## config.mk

```make
export PLATFORM = sky130hd
export DESIGN_NAME = multicycle_control
export DESIGN_NICKNAME = d
export VERILOG_FILES = /design/src/rtl/mc_ctrl_pkg.sv /design/src/rtl/md_counter.sv /design/src/rtl/multicycle_control.sv
export SDC_FILE = /design/constraint.sdc
export NUM_CORES = 1
export LEC_CHECK = 0
export ABC_AREA = 1
export BUFFER_PORTS_ARGS = -buffer_cell sky130_fd_sc_hd__buf_4
export CORE_MARGIN = 10
export CORE_UTILIZATION = 43
export DETAILED_ROUTE_END_ITERATION = 7
export PLACE_DENSITY = 0.95
export SLEW_MARGIN = 0
export SYNTH_ARGS = -nofsm -noshare
export SYNTH_HDL_FRONTEND = slang
export SYNTH_SLANG_ARGS = --single-unit
```

## constraint.sdc

```tcl
create_clock -name i_clk -period 1.7 [get_ports i_clk]
set_input_delay 0.17 -clock i_clk [delete_from_list [all_inputs] [get_ports i_clk]]
set_output_delay 0.17 -clock i_clk [all_outputs]
set_load 0.05 [all_outputs]
```

## src/rtl/mc_ctrl_pkg.sv

```systemverilog
// mc_ctrl_pkg: shared constants for the multicycle controller
// Holds the opcode/funct codes, the FSM state encodings and the alu_op and pc_src encodings.
package mc_ctrl_pkg;
    localparam logic [5:0] OP_RTYPE = 6'b000000;
    localparam logic [5:0] OP_LW    = 6'b100011;
    localparam logic [5:0] OP_SW    = 6'b101011;
    localparam logic [5:0] OP_BEQ   = 6'b000100;
    localparam logic [5:0] OP_J     = 6'b000010;
    localparam logic [5:0] OP_ADDI  = 6'b001000;
    localparam logic [5:0] FN_MULT  = 6'b011000;

    typedef enum logic [3:0] {
        ST_FETCH    = 4'd0,
        ST_DECODE   = 4'd1,
        ST_MEMADR   = 4'd2,
        ST_MEMRD    = 4'd3,
        ST_MEMWB    = 4'd4,
        ST_MEMWR    = 4'd5,
        ST_EXEC     = 4'd6,
        ST_ALUWB    = 4'd7,
        ST_BRANCH   = 4'd8,
        ST_ADDIEXEC = 4'd9,
        ST_ADDIWB   = 4'd10,
        ST_JUMP     = 4'd11,
        ST_MDWAIT   = 4'd12
    } state_e;

    typedef enum logic [1:0] {
        ALU_ADD   = 2'b00,
        ALU_SUB   = 2'b01,
        ALU_FUNCT = 2'b10
    } alu_op_e;

    typedef enum logic [1:0] {
        PC_ALU = 2'b00,
        PC_BR  = 2'b01,
        PC_JMP = 2'b10
    } pc_src_e;
endpackage

```

## src/rtl/md_counter.sv

```systemverilog
// md_counter: 6-bit down counter that times the multiply unit
// Ports: i_clk, i_rst (async, active-high), i_load loads i_load_val, i_dec decrements,
//        o_count is the current value, o_zero flags a count of 0.
module md_counter (
    input  logic       i_clk,
    input  logic       i_rst,
    input  logic       i_load,
    input  logic       i_dec,
    input  logic [5:0] i_load_val,
    output logic [5:0] o_count,
    output logic       o_zero
);
    logic [5:0] cnt_q, cnt_d;

    always_comb cnt_d = i_load ? i_load_val : i_dec ? cnt_q - 6'd1 : cnt_q;

    always_ff @(posedge i_clk or posedge i_rst)
        if (i_rst) cnt_q <= '0;
        else       cnt_q <= cnt_d;

    assign o_count = cnt_q;
    assign o_zero  = cnt_q == '0;
endmodule

```

## src/rtl/multicycle_control.sv

```systemverilog
// multicycle_control: control FSM for a multicycle MIPS-style datapath
// Ports: i_clk, i_rst (async, active-high), i_opcode/i_funct from IR, i_zero (ALU zero,
//        consumed by the datapath's PC gating), i_mem_ready (memory done this cycle);
//        outputs are the datapath control strobes, o_md_start/o_lo_write for the
//        multiplier, o_illegal (one-cycle pulse) and o_state (current state code).
// Build option: define MULTDIV_EN to sequence mult through the MDWAIT state; without it
//        mult is flagged illegal in EXEC and the counter is not built.
module multicycle_control
    import mc_ctrl_pkg::*;
#(
    parameter int MD_CYCLES = 32
) (
    input  logic       i_clk,
    input  logic       i_rst,
    input  logic [5:0] i_opcode,
    input  logic [5:0] i_funct,
    input  logic       i_zero,
    input  logic       i_mem_ready,
    output logic       o_pc_write,
    output logic       o_pc_write_cond,
    output logic       o_iord,
    output logic       o_mem_read,
    output logic       o_mem_write,
    output logic       o_ir_write,
    output logic       o_mem_to_reg,
    output logic       o_reg_dst,
    output logic       o_reg_write,
    output logic       o_alu_src_a,
    output logic [1:0] o_alu_src_b,
    output logic [1:0] o_alu_op,
    output logic [1:0] o_pc_src,
    output logic       o_md_start,
    output logic       o_lo_write,
    output logic       o_illegal,
    output logic [3:0] o_state
);
    localparam logic [5:0] MD_LOAD = 6'(MD_CYCLES - 1);

    state_e state_q, state_d;
    logic   illegal;
    logic   fetch;
    logic   unused_ok;

`ifdef MULTDIV_EN
    logic       md_load, md_dec, md_zero;
    logic [5:0] md_count;

    md_counter u_md_counter (
        .i_clk      (i_clk),
        .i_rst      (i_rst),
        .i_load     (md_load),
        .i_dec      (md_dec),
        .i_load_val (MD_LOAD),
        .o_count    (md_count),
        .o_zero     (md_zero)
    );

    assign unused_ok = i_zero;
`else
    assign unused_ok = ^{i_zero, MD_LOAD};
`endif

    always_comb begin
        state_d = state_q;
        illegal = 1'b0;
`ifdef MULTDIV_EN
        md_load = 1'b0;
        md_dec  = 1'b0;
`endif
        case (state_q)
            ST_FETCH:    state_d = i_mem_ready ? ST_DECODE : ST_FETCH;
            ST_DECODE:
                case (i_opcode)
                    OP_LW, OP_SW: state_d = ST_MEMADR;
                    OP_RTYPE:     state_d = ST_EXEC;
                    OP_BEQ:       state_d = ST_BRANCH;
                    OP_ADDI:      state_d = ST_ADDIEXEC;
                    OP_J:         state_d = ST_JUMP;
                    default: begin
                        state_d = ST_FETCH;
                        illegal = 1'b1;
                    end
                endcase
            ST_MEMADR:   state_d = i_opcode == OP_SW ? ST_MEMWR : ST_MEMRD;
            ST_MEMRD:    state_d = i_mem_ready ? ST_MEMWB : ST_MEMRD;
            ST_MEMWR:    state_d = i_mem_ready ? ST_FETCH : ST_MEMWR;
            ST_ADDIEXEC: state_d = ST_ADDIWB;
`ifdef MULTDIV_EN
            ST_EXEC: begin
                state_d = i_funct == FN_MULT ? ST_MDWAIT : ST_ALUWB;
                md_load = i_funct == FN_MULT;
            end
            ST_MDWAIT: begin
                state_d = md_zero ? ST_FETCH : ST_MDWAIT;
                md_dec  = !md_zero;
            end
`else
            ST_EXEC: begin
                state_d = i_funct == FN_MULT ? ST_FETCH : ST_ALUWB;
                illegal = i_funct == FN_MULT;
            end
`endif
            default:     state_d = ST_FETCH;
        endcase
    end

    always_ff @(posedge i_clk or posedge i_rst)
        if (i_rst) state_q <= ST_FETCH;
        else       state_q <= state_d;

    // Reset parks the FSM in FETCH, so only the FETCH strobes need explicit masking
    // to keep every output low while i_rst is high.
    assign fetch           = state_q == ST_FETCH && !i_rst;
    assign o_mem_read      = fetch || state_q == ST_MEMRD;
    assign o_mem_write     = state_q == ST_MEMWR;
    assign o_iord          = state_q == ST_MEMRD || state_q == ST_MEMWR;
    assign o_ir_write      = fetch && i_mem_ready;
    assign o_pc_write      = (fetch && i_mem_ready) || state_q == ST_JUMP;
    assign o_pc_write_cond = state_q == ST_BRANCH;
    assign o_mem_to_reg    = state_q == ST_MEMWB;
    assign o_reg_dst       = state_q == ST_ALUWB;
    assign o_reg_write     = state_q == ST_MEMWB || state_q == ST_ALUWB || state_q == ST_ADDIWB;
    assign o_alu_src_a     = state_q == ST_MEMADR || state_q == ST_EXEC
                          || state_q == ST_BRANCH || state_q == ST_ADDIEXEC;
    assign o_alu_src_b     = fetch ? 2'b01
                           : state_q == ST_DECODE ? 2'b11
                           : state_q == ST_MEMADR || state_q == ST_ADDIEXEC ? 2'b10 : 2'b00;
    assign o_alu_op        = state_q == ST_EXEC ? ALU_FUNCT : state_q == ST_BRANCH ? ALU_SUB : ALU_ADD;
    assign o_pc_src        = state_q == ST_BRANCH ? PC_BR : state_q == ST_JUMP ? PC_JMP : PC_ALU;
    assign o_illegal       = illegal;
    assign o_state         = state_q;
`ifdef MULTDIV_EN
    // The counter sits at its load value only during the first MDWAIT cycle.
    assign o_md_start      = state_q == ST_MDWAIT && md_count == MD_LOAD;
    assign o_lo_write      = state_q == ST_MDWAIT && md_zero;
`else
    assign o_md_start      = 1'b0;
    assign o_lo_write      = 1'b0;
`endif
endmodule

```

After elaboration in Yosys (flattened, before gate mapping) --
Cells that the tools add are included.
Word-level totals: register bits after elaboration 4, input bits 16, output and inout port bits 23, logic and storage cells 50
Cells by class: equality and inequality tests 17, muxes and demuxes 16, reductions and logical operators 16
Operator list (number):
- one-hot mux 4 bit (7 select lines) | 1
- one-hot mux 4 bit (5 select lines) | 1
- == test 4 x 3 -> 1 bit, second input constant | 4
- == test 4 bit, second input constant | 4
- == test 6 bit, second input constant | 2
- two-way mux 2 bit | 6
- two-way mux 3 bit | 4
- logical OR 1 bit | 9
- == test 4 x 2 -> 1 bit, second input constant | 2
- == test 6 x 2 -> 1 bit, second input constant | 1
- == test 6 x 3 -> 1 bit, second input constant | 1
- == test 6 x 4 -> 1 bit, second input constant | 1
- == test 6 x 5 -> 1 bit, second input constant | 1
- logical NOT 6 bit | 1
- OR reduction 6 bit | 1
- == test 4 x 1 -> 1 bit, second input constant | 1
- logical NOT 4 bit | 1
- two-way mux 1 bit | 3
- logical AND 1 bit | 2
- one-hot mux 1 bit (2 select lines) | 1
- OR reduction 2 bit | 1
- logical NOT 1 bit | 1

Depth between registers and ports, before layout --
depth in word-level cells 5, mapped depth 7, gate-level depth less buffers 7

Worst setup path before layout --
OpenSTA, ideal clock, no wires.
kind flip-flop to output port, start register state_q[1] (netlist: o_state[1]), end output o_reg_write, arrival 2.257 ns, data required time 1.530 ns, path slack -0.727 ns, stages on the path, launching flop included 5, path buffers 0, cells stage by stage dfrtp_1 nand2_1 nor2_1 nor2_1 o21ai_1
Between the ends: cells in the longest elaborated chain, start to end 3, elaborated cells on any way between the ends 5, classes of those cells eq/ne: 3; reduce/logical: 2
Ends and longest elaborated chain:
- start, declared | line multicycle_control.sv:39 | state_e state_q, state_d;
- start signal, assigned | line multicycle_control.sv:109 | else state_q <= state_d;
- == test 4 x 3 -> 1 bit
- net o_reg_dst | line multicycle_control.sv:26 | output logic o_reg_dst,
- logical OR 1 bit (2 in series) | line multicycle_control.sv:122 | assign o_reg_write = state_q == ST_MEMWB || state_q == ST_ALUWB || state_q == ST_ADDIWB;
- end, declared | line multicycle_control.sv:27 | output logic o_reg_write,
The timed path passes the listed nets, and every way through them passes these cells.

Worst setup path in the final report --
start register state_q[2] (netlist: o_state[2]), end output o_alu_src_a
Between the ends: cells in the longest elaborated chain, start to end 4, elaborated cells on any way between the ends 7, classes of those cells eq/ne: 4; reduce/logical: 3
Ends and longest elaborated chain:
- == test 4 x 2 -> 1 bit / == test 4 x 3 -> 1 bit (equally long branches) | line multicycle_control.sv:123 | assign o_alu_src_a = state_q == ST_MEMADR || state_q == ST_EXEC
- logical OR 1 bit | line multicycle_control.sv:123
- logical OR 1 bit | line multicycle_control.sv:124 | || state_q == ST_BRANCH || state_q == ST_ADDIEXEC;
- logical OR 1 bit * | line multicycle_control.sv:124
- end, declared | line multicycle_control.sv:28 | output logic o_alu_src_a,
Every way passes the cells marked *; elsewhere a longest branch is shown, timed or not.

==> results_dict.tcl <==
set metrics [dict create \
    synth_cells 106 \
    cts_tree "yes" \
    drc 0 \
    synth_ff_type "dfrtp_1" \
    floorplan.initialDensity 0.447 \
    layout_min_cycle_time_ps 1600 \
    grt_start_max_net_pins 7 \
    ys_ff_latch 4 \
    first_pass_iters 5 \
    slowest_delay_ps 460 \
    fin_tns_setup_ps 0 \
    drt_iter0_markers 10 \
    reg2regPathDepth 5 \
    path_common_cell "nand3_2" \
    yosys_warnings 0 \
    power.density_nw_per_um2 1640 \
    ant_nets 0 \
    synth_mux_area_frac 0 \
    worstSetupPathType "reg -> out" \
    antenna_cells 0 \
    ys_types 18 \
    leakagePower_nw 0.551 \
    die_h_um 56.5 \
    synth_xor_xnor_area_share 0 \
    dp_hpwl_um 1700 \
    drive_above_1_share 0.469 \
    cts_buffers 3 \
    clock_latency_ps 230 \
    status "finished, final reports clean" \
    maxCapViolations 0 \
    crit_start "o_state[2]" \
    multi_input_area_um2 420 \
    cts-root-buf "clkbuf_4" \
    hold_depth 5 \
    clk_pin_slew_ps 40 \
    num_vias 763 \
    via_per_inst 4.83 \
    crit_end "o_alu_src_a" \
    rows 13 \
    hold_viol_final 0 \
    grt_pass1_wl_um 3140 \
    grt_antenna_before_repair 0 \
    seq_area_um2 105 \
    seq_area_frac_synth 0.174 \
    required_ps 1530 \
    min_path_type "in -> reg" \
    wirelength_um 1870 \
    syn_area_per_cell_um2 5.42 \
    nFillCells 115 \
    cts_max_level 1 \
    place_area_um2 883 \
    cts.sinks 4 \
    synth_edf_count 0 \
    finalMaxSlewViolations 0 \
    synth-compound-area-share 0.0632 \
    grt_overflow 0 \
    r2r-start "o_state[1]" \
    slowest_stage "dfrtp_2" \
    syn_area_um2 574 \
    wl_per_cell_um 11.8 \
    cp_max_fo 6 \
    post_cts_buffers 0 \
    ys_async_sr_fraction 1.00 \
    fp.coreArea_um2 1280 \
    grt_pass1_vias 787 \
    synth-simple-area-share 0.586 \
    r2r_setup_slack_ps 480 \
    syn_to_final_growth_pct 60.6 \
    fin_crit_sh 0.942 \
    synth_top_family_by_area "simple AND/OR/NAND/NOR gates" \
    gp_congestion 0.878 \
    postLayoutCellArea_um2 922 \
    clock-skew-final_ps 4.18 \
    grt_setup_unrepaired "false" \
    grtUsageTotal 0.113 \
    ios 39 \
    die_w_um 56.5 \
    setup_viol_count_final 0 \
    max_freq_mhz 624 \
    worstPathCellList "nor2_4 > nand3_2 > inv_1 > nor2_1 > nand3_2 > buf_4" \
    cp.arrival_ps 1430 \
    nets 161 \
    largest_register_ffs 4 \
    endpoint_kind "primary output" \
    synth-adder-area-share 0 \
    io_buffers 35 \
    startpoint_type "flip-flop" \
    irDropWorstVdd_v 0.000840 \
    r2r_end "o_state[2]" \
    dieArea_um2 3200 \
    clock_path_buffers 2 \
]
==> cell families after synthesis <==
kind of cell | Yosys count
other cells | 1
compound gates | 7
flops | 4
simple gates | 71
buf+inv | 23
==> layout by cell type, fill, tap and decap left out, drive strengths merged <==
cell         netlist  layout
and2               1       1
buf                3      35
clkbuf             0       3
clkinvlp           0       1
conb               1       2
dfrtp              4       4
dlygate4sd3        0       1
inv               20      19
nand2             28      28
nand3             13      13
nand3b             1       1
nand4              1       1
nor2              27      27
o21ai              6       6
o22ai              1       1
==> stage by stage <==
step / setup slack (ps) / utilization / cells / hold WS (ps) / power [mW]
after global placement: 342 / 0.687 / 154 / 97.4 / 1.37
final: 97.9 / 0.718 / 158 / 323 / 1.52
after global routing: 18.9 / 0.718 / 158 / 352 / 1.62
after CTS: 87.8 / 0.713 / 158 / 320 / 1.51
after detailed placement: 332 / 0.687 / 154 / 102 / 1.39
after floorplan: 2.98 / - / 107 / -55.4 / 1.06
==> what timing repair did <==
item                       in CTS  in global routing
hold endpoints to repair        4                  0
setup endpoints to repair       0                  8
resized for setup               0                  3
hold buffers                    1                  0
==> layer usage <==
layer  global-route usage  wire (um)  vias up
met2                0.216        959       30
met3               0.0315        180        4
met1                0.113        712      332
met5                    0          0        -
li1                     -          -      397
met4               0.0309         16        0
==> report_power, final <==
group          total (mW)  switching [mW]  internal [mW]
clock               0.113          0.0343         0.0786
combinational        1.21           0.868          0.343
sequential          0.193          0.0619          0.131
total                1.52           0.964          0.553
==> worst min path at each step <==
stage                     startpoint    endpoint  slack, ps
after floorplan                i_rst  o_state[0]        -60
after global placement         i_rst  o_state[2]        100
after detailed placement       i_rst  o_state[2]        100
after CTS                 i_funct[5]  o_state[0]        320
after global routing      i_funct[5]  o_state[2]        350
final                     i_funct[5]  o_state[0]        320
==> critical path, delay by kind of cell, from the launching register on <==
| kind | cells | cell delay (ps) |
|---|---|---|
| buf+inv | 2 | 290 |
| flops | 1 | 460 |
| simple gates | 4 | 440 |
==> area by class of cell <==
type                            instances  share of cell area
Sequential cell                         4               0.114
Clock buffer                            3              0.0244
Multi-Input combinational cell         80               0.456
Tap cell                               15              0.0204
Inverter                               20              0.0855
Timing Repair Buffer                   36               0.300
==> cell usage after synthesis (2+ instances only) <==
master    n  area share
nand2_1  23        0.15
nor2_1   24        0.16
o21ai_0   4       0.035
buf_4     3       0.039
nand2_2   4       0.044
nor2_4    3       0.059
nand3_1  12        0.10
inv_2     4       0.026
dfrtp_1   4        0.17
o21ai_1   2       0.017
inv_1    16        0.10
No activity file was read; power rests on OpenSTA's default activity.
